File: src/rtl/raizing_gfx_pkg.sv
// Shared types and constants for the Raizing graphics ROM server.
//   ch_t     : 2-bit channel index (OBJ, SCR0, SCR1, SCR2)
//   state_t  : SDRAM read sequencer states
//   DEF_AW/DEF_DW : default word address / data widths
package raizing_gfx_pkg;

  localparam int DEF_AW = 22;
  localparam int DEF_DW = 32;
  localparam int NUM_CH = 4;

  typedef logic [1:0] ch_t;

  localparam ch_t CH_OBJ  = 2'd0;
  localparam ch_t CH_SCR0 = 2'd1;
  localparam ch_t CH_SCR1 = 2'd2;
  localparam ch_t CH_SCR2 = 2'd3;

  typedef enum logic [1:0] {
    IDLE      = 2'd0,
    WAIT_ACK  = 2'd1,
    WAIT_DATA = 2'd2
  } state_t;

endpackage

File: src/rtl/raizing_gfx_cache_slot.sv
// One-word read cache for a single graphics ROM channel.
//   i_clk, i_rst      : clock, asynchronous active-high reset
//   i_cs, i_addr      : channel request and word address
//   i_fill_we         : write tag/data and set valid (one cycle)
//   i_fill_addr/data  : address and data written on a fill
//   o_hit             : combinational hit for the presented address
//   o_ok, o_dout      : registered data-valid and data back to the channel
module raizing_gfx_cache_slot
  import raizing_gfx_pkg::*;
#(
  parameter int AW = DEF_AW,
  parameter int DW = DEF_DW
) (
  input  logic          i_clk,
  input  logic          i_rst,
  input  logic          i_cs,
  input  logic [AW-1:0] i_addr,
  input  logic          i_fill_we,
  input  logic [AW-1:0] i_fill_addr,
  input  logic [DW-1:0] i_fill_data,
  output logic          o_hit,
  output logic          o_ok,
  output logic [DW-1:0] o_dout
);

  logic [AW-1:0] r_tag;
  logic [DW-1:0] r_data;
  logic          r_valid;
  logic          r_ok;
  logic [DW-1:0] r_dout;

  assign o_hit = i_cs & r_valid & (i_addr == r_tag);

  // NOTE: non-blocking assignments in clocked blocks so every register samples pre-edge values.
  always_ff @(posedge i_clk or posedge i_rst) begin
    if (i_rst) begin
      r_valid <= 1'b0;
      r_ok    <= 1'b0;
      r_dout  <= '0;
    end else begin
      if (i_fill_we) r_valid <= 1'b1;
      r_ok <= o_hit;
      // DOUT only follows the cache on a hit, so it keeps its last value while OK is low.
      if (o_hit) r_dout <= r_data;
    end
  end

  // NOTE: tag/data storage is not reset; r_valid alone decides whether its contents mean anything.
  always_ff @(posedge i_clk) begin
    if (i_fill_we) begin
      r_tag  <= i_fill_addr;
      r_data <= i_fill_data;
    end
  end

  assign o_ok   = r_ok;
  assign o_dout = r_dout;

endmodule

File: src/rtl/raizing_gfx_rom_server.sv
// Graphics ROM responder: four one-word channel caches (OBJ, SCR0, SCR1,
// SCR2) whose misses are arbitrated onto one SDRAM read port.
//   CLK, RESET                  : clock, asynchronous active-high reset
//   GFX*_CS / GFX*_ADDR         : per-channel request and word address
//   GFX*_OK / GFX*_DOUT         : per-channel registered data-valid and data
//   SDRAM_REQ / SDRAM_ADDR      : read request (held until ACK) and address
//   SDRAM_ACK / SDRAM_DST       : request accepted / read data valid pulses
//   SDRAM_DATA                  : read data
module raizing_gfx_rom_server
  import raizing_gfx_pkg::*;
#(
  parameter int AW = DEF_AW,
  parameter int DW = DEF_DW,
  parameter int RR = 1
) (
  input  logic          CLK,
  input  logic          RESET,
  input  logic          GFX_CS,
  input  logic [AW-1:0] GFX_ADDR,
  output logic          GFX_OK,
  output logic [DW-1:0] GFX_DOUT,
  input  logic          GFXSCR0_CS,
  input  logic [AW-1:0] GFXSCR0_ADDR,
  output logic          GFXSCR0_OK,
  output logic [DW-1:0] GFXSCR0_DOUT,
  input  logic          GFXSCR1_CS,
  input  logic [AW-1:0] GFXSCR1_ADDR,
  output logic          GFXSCR1_OK,
  output logic [DW-1:0] GFXSCR1_DOUT,
  input  logic          GFXSCR2_CS,
  input  logic [AW-1:0] GFXSCR2_ADDR,
  output logic          GFXSCR2_OK,
  output logic [DW-1:0] GFXSCR2_DOUT,
  output logic          SDRAM_REQ,
  output logic [AW-1:0] SDRAM_ADDR,
  input  logic          SDRAM_ACK,
  input  logic          SDRAM_DST,
  input  logic [DW-1:0] SDRAM_DATA
);

  logic [NUM_CH-1:0] w_cs;
  logic [AW-1:0]     w_addr [NUM_CH];
  logic [NUM_CH-1:0] w_hit;
  logic [NUM_CH-1:0] w_ok;
  logic [DW-1:0]     w_dout [NUM_CH];
  logic [NUM_CH-1:0] w_pend;
  logic [NUM_CH-1:0] w_fill_we;

  state_t        r_state, w_state_nxt;
  ch_t           r_sel, w_sel_nxt;
  ch_t           r_ptr, w_ptr_nxt;
  logic          r_req, w_req_nxt;
  logic [AW-1:0] r_addr, w_addr_nxt;
  logic          w_fill;
  logic          w_found;
  ch_t           w_win;
  ch_t           w_base;
  ch_t           w_idx;

  assign w_cs      = {GFXSCR2_CS, GFXSCR1_CS, GFXSCR0_CS, GFX_CS};
  assign w_addr[0] = GFX_ADDR;
  assign w_addr[1] = GFXSCR0_ADDR;
  assign w_addr[2] = GFXSCR1_ADDR;
  assign w_addr[3] = GFXSCR2_ADDR;

  for (genvar gi = 0; gi < NUM_CH; gi++) begin : g_slot
    raizing_gfx_cache_slot #(.AW(AW), .DW(DW)) u_slot (
      .i_clk       (CLK),
      .i_rst       (RESET),
      .i_cs        (w_cs[gi]),
      .i_addr      (w_addr[gi]),
      .i_fill_we   (w_fill_we[gi]),
      .i_fill_addr (r_addr),
      .i_fill_data (SDRAM_DATA),
      .o_hit       (w_hit[gi]),
      .o_ok        (w_ok[gi]),
      .o_dout      (w_dout[gi])
    );
  end

  // Pending excludes a channel whose current address is already being fetched,
  // so it does not queue a duplicate request while the fill is outstanding.
  always_comb begin
    for (int i = 0; i < NUM_CH; i++) begin
      w_pend[i] = w_cs[i] & ~w_hit[i] &
                  ~((r_state != IDLE) & (r_sel == ch_t'(i)) & (w_addr[i] == r_addr));
    end
  end

  // Scan starts at the round-robin pointer (or OBJ for fixed priority); the
  // 2-bit index wraps naturally from SCR2 back to OBJ.
  always_comb begin
    w_base  = (RR != 0) ? r_ptr : CH_OBJ;
    w_win   = CH_OBJ;
    w_found = 1'b0;
    w_idx   = CH_OBJ;
    for (int k = 0; k < NUM_CH; k++) begin
      w_idx = w_base + ch_t'(k);
      if (!w_found && w_pend[w_idx]) begin
        w_win   = w_idx;
        w_found = 1'b1;
      end
    end
  end

  // NOTE: every combinational output gets a default first so no path can infer a latch.
  always_comb begin
    w_state_nxt = r_state;
    w_sel_nxt   = r_sel;
    w_ptr_nxt   = r_ptr;
    w_req_nxt   = r_req;
    w_addr_nxt  = r_addr;
    w_fill      = 1'b0;
    case (r_state)
      IDLE: begin
        if (w_found) begin
          w_sel_nxt   = w_win;
          w_addr_nxt  = w_addr[w_win];
          w_req_nxt   = 1'b1;
          w_state_nxt = WAIT_ACK;
        end
      end
      WAIT_ACK: begin
        if (SDRAM_ACK) begin
          w_req_nxt = 1'b0;
          // DST coinciding with ACK is taken as ACK followed by DST.
          if (SDRAM_DST) begin
            w_fill      = 1'b1;
            w_ptr_nxt   = r_sel + 2'd1;
            w_state_nxt = IDLE;
          end else begin
            w_state_nxt = WAIT_DATA;
          end
        end
      end
      WAIT_DATA: begin
        if (SDRAM_DST) begin
          w_fill      = 1'b1;
          w_ptr_nxt   = r_sel + 2'd1;
          w_state_nxt = IDLE;
        end
      end
      default: begin
        w_req_nxt   = 1'b0;
        w_state_nxt = IDLE;
      end
    endcase
  end

  assign w_fill_we = w_fill ? (NUM_CH'(1) << r_sel) : '0;

  always_ff @(posedge CLK or posedge RESET) begin
    if (RESET) begin
      r_state <= IDLE;
      r_sel   <= CH_OBJ;
      r_ptr   <= CH_OBJ;
      r_req   <= 1'b0;
      r_addr  <= '0;
    end else begin
      r_state <= w_state_nxt;
      r_sel   <= w_sel_nxt;
      r_ptr   <= w_ptr_nxt;
      r_req   <= w_req_nxt;
      r_addr  <= w_addr_nxt;
    end
  end

  assign SDRAM_REQ    = r_req;
  assign SDRAM_ADDR   = r_addr;
  assign GFX_OK       = w_ok[0];
  assign GFX_DOUT     = w_dout[0];
  assign GFXSCR0_OK   = w_ok[1];
  assign GFXSCR0_DOUT = w_dout[1];
  assign GFXSCR1_OK   = w_ok[2];
  assign GFXSCR1_DOUT = w_dout[2];
  assign GFXSCR2_OK   = w_ok[3];
  assign GFXSCR2_DOUT = w_dout[3];

endmodule

File: config.mk
export PLATFORM = sky130hd
export DESIGN_NAME = raizing_gfx_rom_server
export DESIGN_NICKNAME = d
export VERILOG_FILES = /design/src/rtl/raizing_gfx_pkg.sv /design/src/rtl/raizing_gfx_cache_slot.sv /design/src/rtl/raizing_gfx_rom_server.sv
export SDC_FILE = /design/constraint.sdc
export NUM_CORES = 1
export LEC_CHECK = 0
export ABC_AREA = 1
export CORE_UTILIZATION = 55
export CTS_BUF_LIST = sky130_fd_sc_hd__clkbuf_4 sky130_fd_sc_hd__clkbuf_8
export DETAILED_ROUTE_END_ITERATION = 10
export PLACE_DENSITY_LB_ADDON = 0.2
export SKIP_LAST_GASP = 1
export SLEW_MARGIN = 20
export SYNTH_ARGS = -nofsm -noshare
export SYNTH_HDL_FRONTEND = slang
export SYNTH_SLANG_ARGS = --single-unit
File: constraint.sdc
create_clock -name CLK -period 11.2 [get_ports CLK]
set_input_delay 1.68 -clock CLK [delete_from_list [all_inputs] [get_ports CLK]]
set_output_delay 1.68 -clock CLK [all_outputs]
set_load 0.005 [all_outputs]
==> results.cfg, run 1 <==
[die]
core_um2 = 30500
fp-row-count = 64
io_pins = 283
initial_core_util = 0.558
die_y_um = 178
die-area_um2 = 31600
fp.dieW_um = 178

[sta]
worst_pin_slew_ns = 1.11
period_share = 0.522
final-max-slew-violation-count = 0
timing.final.crit_period_ns = 5.84
finalHoldViolations = 0
setup_viol_count_final = 0
relSlewSlack = 0.259
clock_skew_ns = 0.0379
max_clock_freq_mhz = 171
rsz0062_at_grt = false
fin_ws_ns = 5.36
setup-tns-final_ns = 0

[final_layout]
nets = 2324
antenna_cells = 0
drive_gt1_frac = 0.0955
area.growth.synth_to_final_pct = 27.3

[power]
irDropWorstVdd_mv = 0.153
p_per_area_nw_per_um2 = 213
power.leakage_nw = 10.0

[clock_network]
cts_sinks = 381
hold_buffers = 0
htreeDepth = 2
insertion_delay_ns = 0.65
ctsLongestPathBuffers = 3
ctsResizeCount = 0
cts_root_buffer = clkbuf_8
path_clk_slew_ns = 0.07
numCtsBuffers = 60
post-cts-setup-buffers = 0
cts_tree = yes

[yosys]
ys_ff_latch = 381
synth-edff-count = 216
async_flop_share = 0.433
syn-instance-count = 1875
synthDistinctLibCells = 35
synth_top_area_share = 0.381
yosys-top-cells-area = edfxtp_1 (38%), dfrtp_1 (24%), nand2_1 (19%)
yosys-top-cells-count = nand2_1 (869), edfxtp_1 (216), dfrtp_1 (165)
ys_seq_area_frac = 0.624
synth_area_leader_cell = edfxtp_1
ys.flop_type = edfxtp_1
synth.most_common_cell = nand2_1
synth.net_count = 2010
netlist_area_um2 = 17000
synth.avg_cell_area_um2 = 9.07
yosys_warnings = 0

[worst_setup_path]
cp_cell_sequence = clkdlybuf4s50_1 > nand2_1 > o21ai_1 > nor2_1 > nand2_1 > nor2_1 > nand3_2 > buf_4 > nand3_1 > nand2_1 > nand2_2 > o21ai_1 > nand2_1 > nand3_2 > nand2_1 > buf_4 > inv_2 > nand2_1 > nand3_1 > nand3_1
cpLargestDelayFamily = simple AND/OR/NAND/NOR gates
cp_max_fo = 40
cpMostUsedCell = nand2_1
crit_path_max_incr_delay_ns = 0.68
cp_data_arrival_time_ns = 6.39
critPathSlowestCell = clkdlybuf4s50_1
path_class = input port to flip-flop
endpoint_kind = flip-flop
critPathBufInv = 4
crit_required_ns = 11.75
cp-start-kind = input port

[routing]
antenna_left = 0
firstDrtPassIters = 5
drc_errors = 0
finalWirelength_um = 58900
routedWlPerCell_um = 22.4
via_per_inst = 5.55
drtIter0Drc = 1610
vias = 14600

[global_route]
grt_pass1_wl_um = 86200
grt_max_degree = 99
grt_pass1_vias = 14100
grt_overflow = 0
antenna_found_initial = 0
grt_usage = 0.376

[placement]
globalplace.congestion = 0.995
port_buffers = 282
dp_slack_ns = 5.01
dpl.hpwl_um = 41300

[run_status]
status = finished, final reports clean

[hold_path]
worstHoldPathType = flip-flop to flip-flop

[job]
drv_cap = 0
[kinds of logic after synthesis]
| group | after synthesis | share of synthesized area |
|---|---|---|
| and+or+nand+nor | 1152 | 0.276 |
| DFF | 381 | 0.624 |
| buffers and inverters | 223 | 0.0527 |
| AOI/OAI and AO/OA | 78 | 0.0248 |
| xor gates and xnor gates | 34 | 0.0175 |
| adders and majority gates | 7 | 0.00515 |
[cell usage in the layout, fill, tap and decap left out, types with 18 or more instances in the layout]
| cell type | instances |
|---|---|
| nand2_1 | 869 |
| nand3_1 | 107 |
| o21ai_0 | 36 |
| dfrtp_1 | 165 |
| clkdlybuf4s50_1 | 282 |
| xnor2_1 | 23 |
| inv_1 | 130 |
| nand3_2 | 18 |
| edfxtp_1 | 216 |
| inv_2 | 48 |
| o21ai_1 | 30 |
| nor2_1 | 117 |
| clkbuf_8 | 77 |
| clkbuf_4 | 22 |
[where the power goes]
part | total [mW] | leakage [nW] | internal [mW] | switching [mW]
Sequential | 1.90 | 4.20 | 1.65 | 0.249
Clock | 1.35 | 0.745 | 0.784 | 0.567
Combinational | 1.36 | 5.11 | 0.446 | 0.916
Total | 4.62 | 10.0 | 2.88 | 1.73
[stage by stage]
stage / std cells / utilization / cell area [um2] / hold slack (ns) / power, mW
after floorplan: 1875 / - / 17000 / 0.418 / 2.69
final: 2637 / 0.710 / 21700 / 0.430 / 4.62
after detailed placement: 2523 / 0.663 / 20200 / 0.425 / 3.24
after global placement: 2523 / 0.663 / 20200 / 0.421 / 3.22
after global routing: 2637 / 0.710 / 21700 / 0.460 / 4.80
after CTS: 2637 / 0.710 / 21700 / 0.440 / 4.58
[path summary, 6_finish.rpt]
| check | endpoint | start | slack, ns | depth (start not counted) |
|---|---|---|---|---|
| min | g_slot[0].u_slot.o_dout[14]$_DFFE_PP0P_ | g_slot[0].u_slot.r_data[14]$_DFFE_PP_ | 0.43 | 2 |
| min in group asynchronous | g_slot[2].u_slot.o_dout[13]$_DFFE_PP0P_ | RESET | 1.60 | 2 |
| min reg2reg | g_slot[0].u_slot.o_dout[14]$_DFFE_PP0P_ | g_slot[0].u_slot.r_data[14]$_DFFE_PP_ | 0.43 | 2 |
| max in group asynchronous | SDRAM_ADDR[18]$_DFFE_PP0P_ | RESET | 8.06 | 3 |
| max reg2reg | SDRAM_ADDR[3]$_DFFE_PP0P_ | SDRAM_ADDR[15]$_DFFE_PP0P_ | 6.52 | 19 |
| max | SDRAM_ADDR[3]$_DFFE_PP0P_ | GFX_ADDR[7] | 5.36 | 20 |
[layout make-up]
type	count	area, um2
flip-flops and latches	381	10600
clock buffers	99	1220
multi-input cells	1271	5520
fillers	2252	8860
clock inverters	15	188
inverters	179	677
well taps	396	495
repair buffers	296	2930
[per-layer routing]
| layer | GRT usage | wire length [um] | share of wire |
|---|---|---|---|
| met3 | 0.0780 | 6310 | 0.11 |
| met5 | 0 | 0 | 0 |
| met4 | 0.134 | 2050 | 0.035 |
| met1 | 0.539 | 24300 | 0.41 |
| met2 | 0.567 | 26300 | 0.45 |
[sequential cells by signal, summed over array words and instances (netlist names)]
name and flops:
g_slot.u_slot.r_data 128, r_sel 2, r_ptr 2, g_slot.u_slot.o_ok 4, g_slot.u_slot.r_tag 88, r_state 2
SDRAM_REQ 1, g_slot.u_slot.o_dout 128, SDRAM_ADDR 22, g_slot.u_slot.r_valid 4
[worst min-delay path, cell delays in order (launching register included)]
cell and delay, ns:
edfxtp_1 0.32, nand2_1 0.05, nand2_1 0.05
Note: power is estimated with default switching activity, not from simulation.
==> inputs of run 2 (changes only) <==
CORE_UTILIZATION = 50   (was 55)
clock period = 4.8 ns   (was 11.2 ns; I/O delays follow)
==> run 2 against run 1 <==
Critical path depth decreased by 3. Power increased by 130%. Core utilization decreased by 6.1 points. Sequential power increased by 130%. Sequential cell count unchanged. Count of clock-buffer cells in the layout unchanged. Clock skew decreased by 0.011 ns. Final area increased by 0.53%. Global-route usage decreased by 4.5 points. Non-clock buffer count increased by 12. Clock power increased by 120%. Worst setup slack got worse by 4.4 ns. Critical endpoint is now SDRAM_ADDR[20]$_DFFE_PP0P_. Largest cell class unchanged.
==> results.cfg, run 2 (synthesis results as in run 1) <==
[hold_path]
worstHoldPathType = flip-flop to flip-flop

[clock_network]
ctsLongestPathBuffers = 3
cts_sinks = 381
hold_buffers = 0
cts_root_buffer = clkbuf_8
cts_tree = yes
post-cts-setup-buffers = 0
path_clk_slew_ns = 0.06
htreeDepth = 2
insertion_delay_ns = 0.63
numCtsBuffers = 61
ctsResizeCount = 0

[die]
die-area_um2 = 34800
fp.dieW_um = 186
initial_core_util = 0.507
core_um2 = 33500
io_pins = 283
die_y_um = 186
fp-row-count = 67

[power]
seqPwrFrac = 0.407
p_int_mw = 6.65
p_sw_frac = 0.379
pwr-share-clk = 0.274
power.leakage_nw = 10.1
p_sw_mw = 4.06
irDropWorstVdd_mv = 0.350
combPwrFrac = 0.319
p_per_area_nw_per_um2 = 492

[worst_setup_path]
cp_max_fo = 17
critPathSlowestCell = clkdlybuf4s50_1
endpoint_kind = flip-flop
path_class = input port to flip-flop
cp-start-kind = input port
crit_required_ns = 5.35
crit_path_max_incr_delay_ns = 0.74
cpLargestDelayFamily = simple AND/OR/NAND/NOR gates
cpMostUsedCell = nand2_1
cp_data_arrival_time_ns = 4.37
critPathBufInv = 2
cp_cell_sequence = clkdlybuf4s50_1 > nand3_1 > nor2_1 > nand2_1 > nor2_1 > nand3_2 > nand3_1 > nand2_1 > nand2_2 > nand3_2 > nor2_4 > o21bai_4 > buf_4 > nand3_1 > nand2_1 > nand2_1 > nand2_1

[global_route]
grt_max_degree = 166
grt_pass1_wl_um = 85100
grt_overflow = 0
grt_pass1_vias = 13700
grt_usage = 0.331
antenna_found_initial = 3

[placement]
placed_area_um2 = 20400
port_buffers = 282
globalplace.congestion = 1.04
dpl.hpwl_um = 41100

[final_layout]
final_cell_mix = nand2_1 (869), clkdlybuf4s50_1 (282), edfxtp_1 (216)
nets = 2337
area.growth.synth_to_final_pct = 27.9
fillers = 2813
layout_commonest_cell = nand2_1
fin_area_um2 = 21800
drive_gt1_frac = 0.100

[sta]
hold_slack_ns = 0.430
setup-tns-final_ns = 0
max_clock_freq_mhz = 262
relSlewSlack = 0.363
period_share = 0.795
worst_pin_slew_ns = 0.955
final-max-slew-violation-count = 0
timing.final.crit_period_ns = 3.82
finalHoldViolations = 0
rsz0062_at_grt = false
setup_viol_count_final = 0
clock_skew_ns = 0.0270

[routing]
drc_errors = 0
vias = 14500
firstDrtPassIters = 5
finalWirelength_um = 57700
via_per_inst = 5.35
antenna_left = 0
routedWlPerCell_um = 21.3
drtIter0Drc = 1561

[job]
drv_cap = 0

[run_status]
status = finished, final reports clean
[run 2: changes by cell type in the layout (fill, tap and decap cells not counted), sizes merged]
cell      before  now
buf           14   26
clkinv         9   13
bufinv         4    2
inv          180  178
clkinvlp       1    2
diode          0    1
[run 2: layout make-up]
class,count,area (um2),share of cell area
multi-input combinational,1271,5530,0.254
sequential,381,10600,0.488
clock inverter,16,148,0.00678
inverter,179,676,0.0310
antenna,1,2.50,0.000115
tap,448,561,0.0258
clock buffer,99,1170,0.0537
timing repair buffer,308,3070,0.141
[run 2: path summary, 6_finish.rpt]
path	start	end	slack (ns)	depth (start not counted)
max reg2reg	SDRAM_ADDR[2]$_DFFE_PP0P_	SDRAM_ADDR[20]$_DFFE_PP0P_	1.02	18
min	g_slot[2].u_slot.r_data[1]$_DFFE_PP_	g_slot[2].u_slot.o_dout[1]$_DFFE_PP0P_	0.43	2
min reg2reg	g_slot[2].u_slot.r_data[1]$_DFFE_PP_	g_slot[2].u_slot.o_dout[1]$_DFFE_PP0P_	0.43	2
max	GFX_CS	SDRAM_ADDR[20]$_DFFE_PP0P_	0.98	17
min in group asynchronous	RESET	g_slot[1].u_slot.o_ok$_DFF_PP0_	0.77	3
max in group asynchronous	RESET	g_slot[2].u_slot.o_dout[20]$_DFFE_PP0P_	3.38	3
[run 2: metal layers]
metal / vias up / global-route usage / share of wire
met5: - / 0 / 0.00023
met4: 2 / 0.103 / 0.028
met3: 121 / 0.0923 / 0.11
met2: 802 / 0.497 / 0.44
met1: 6908 / 0.469 / 0.42
li1: 6622 / - / -
[run 2: power by group through the flow]
stage                     Sequential, mW  Clock, mW  Combinational [mW]
after floorplan                     4.18          0                2.10
after global placement              4.39          0                3.30
after detailed placement            4.39          0                3.32
after CTS                           4.33       2.98                3.33
after global routing                4.36       3.10                3.69
final                               4.36       2.94                3.41
[run 2: metrics by stage]
step                      power (mW)  setup WS, ns   util  instances
after global routing            11.2         0.896  0.649       2703
after detailed placement        7.71         0.642  0.610       2587
after floorplan                 6.28          1.07      -       1875
after CTS                       10.6          1.28  0.649       2702
final                           10.7         0.984  0.649       2703
after global placement          7.69         0.659  0.610       2587
[run 2: tightest hold or removal path, stage by stage, from the launching register on]
cell and delay (ns):
edfxtp_1 0.32, nand2_1 0.05, nand2_1 0.04
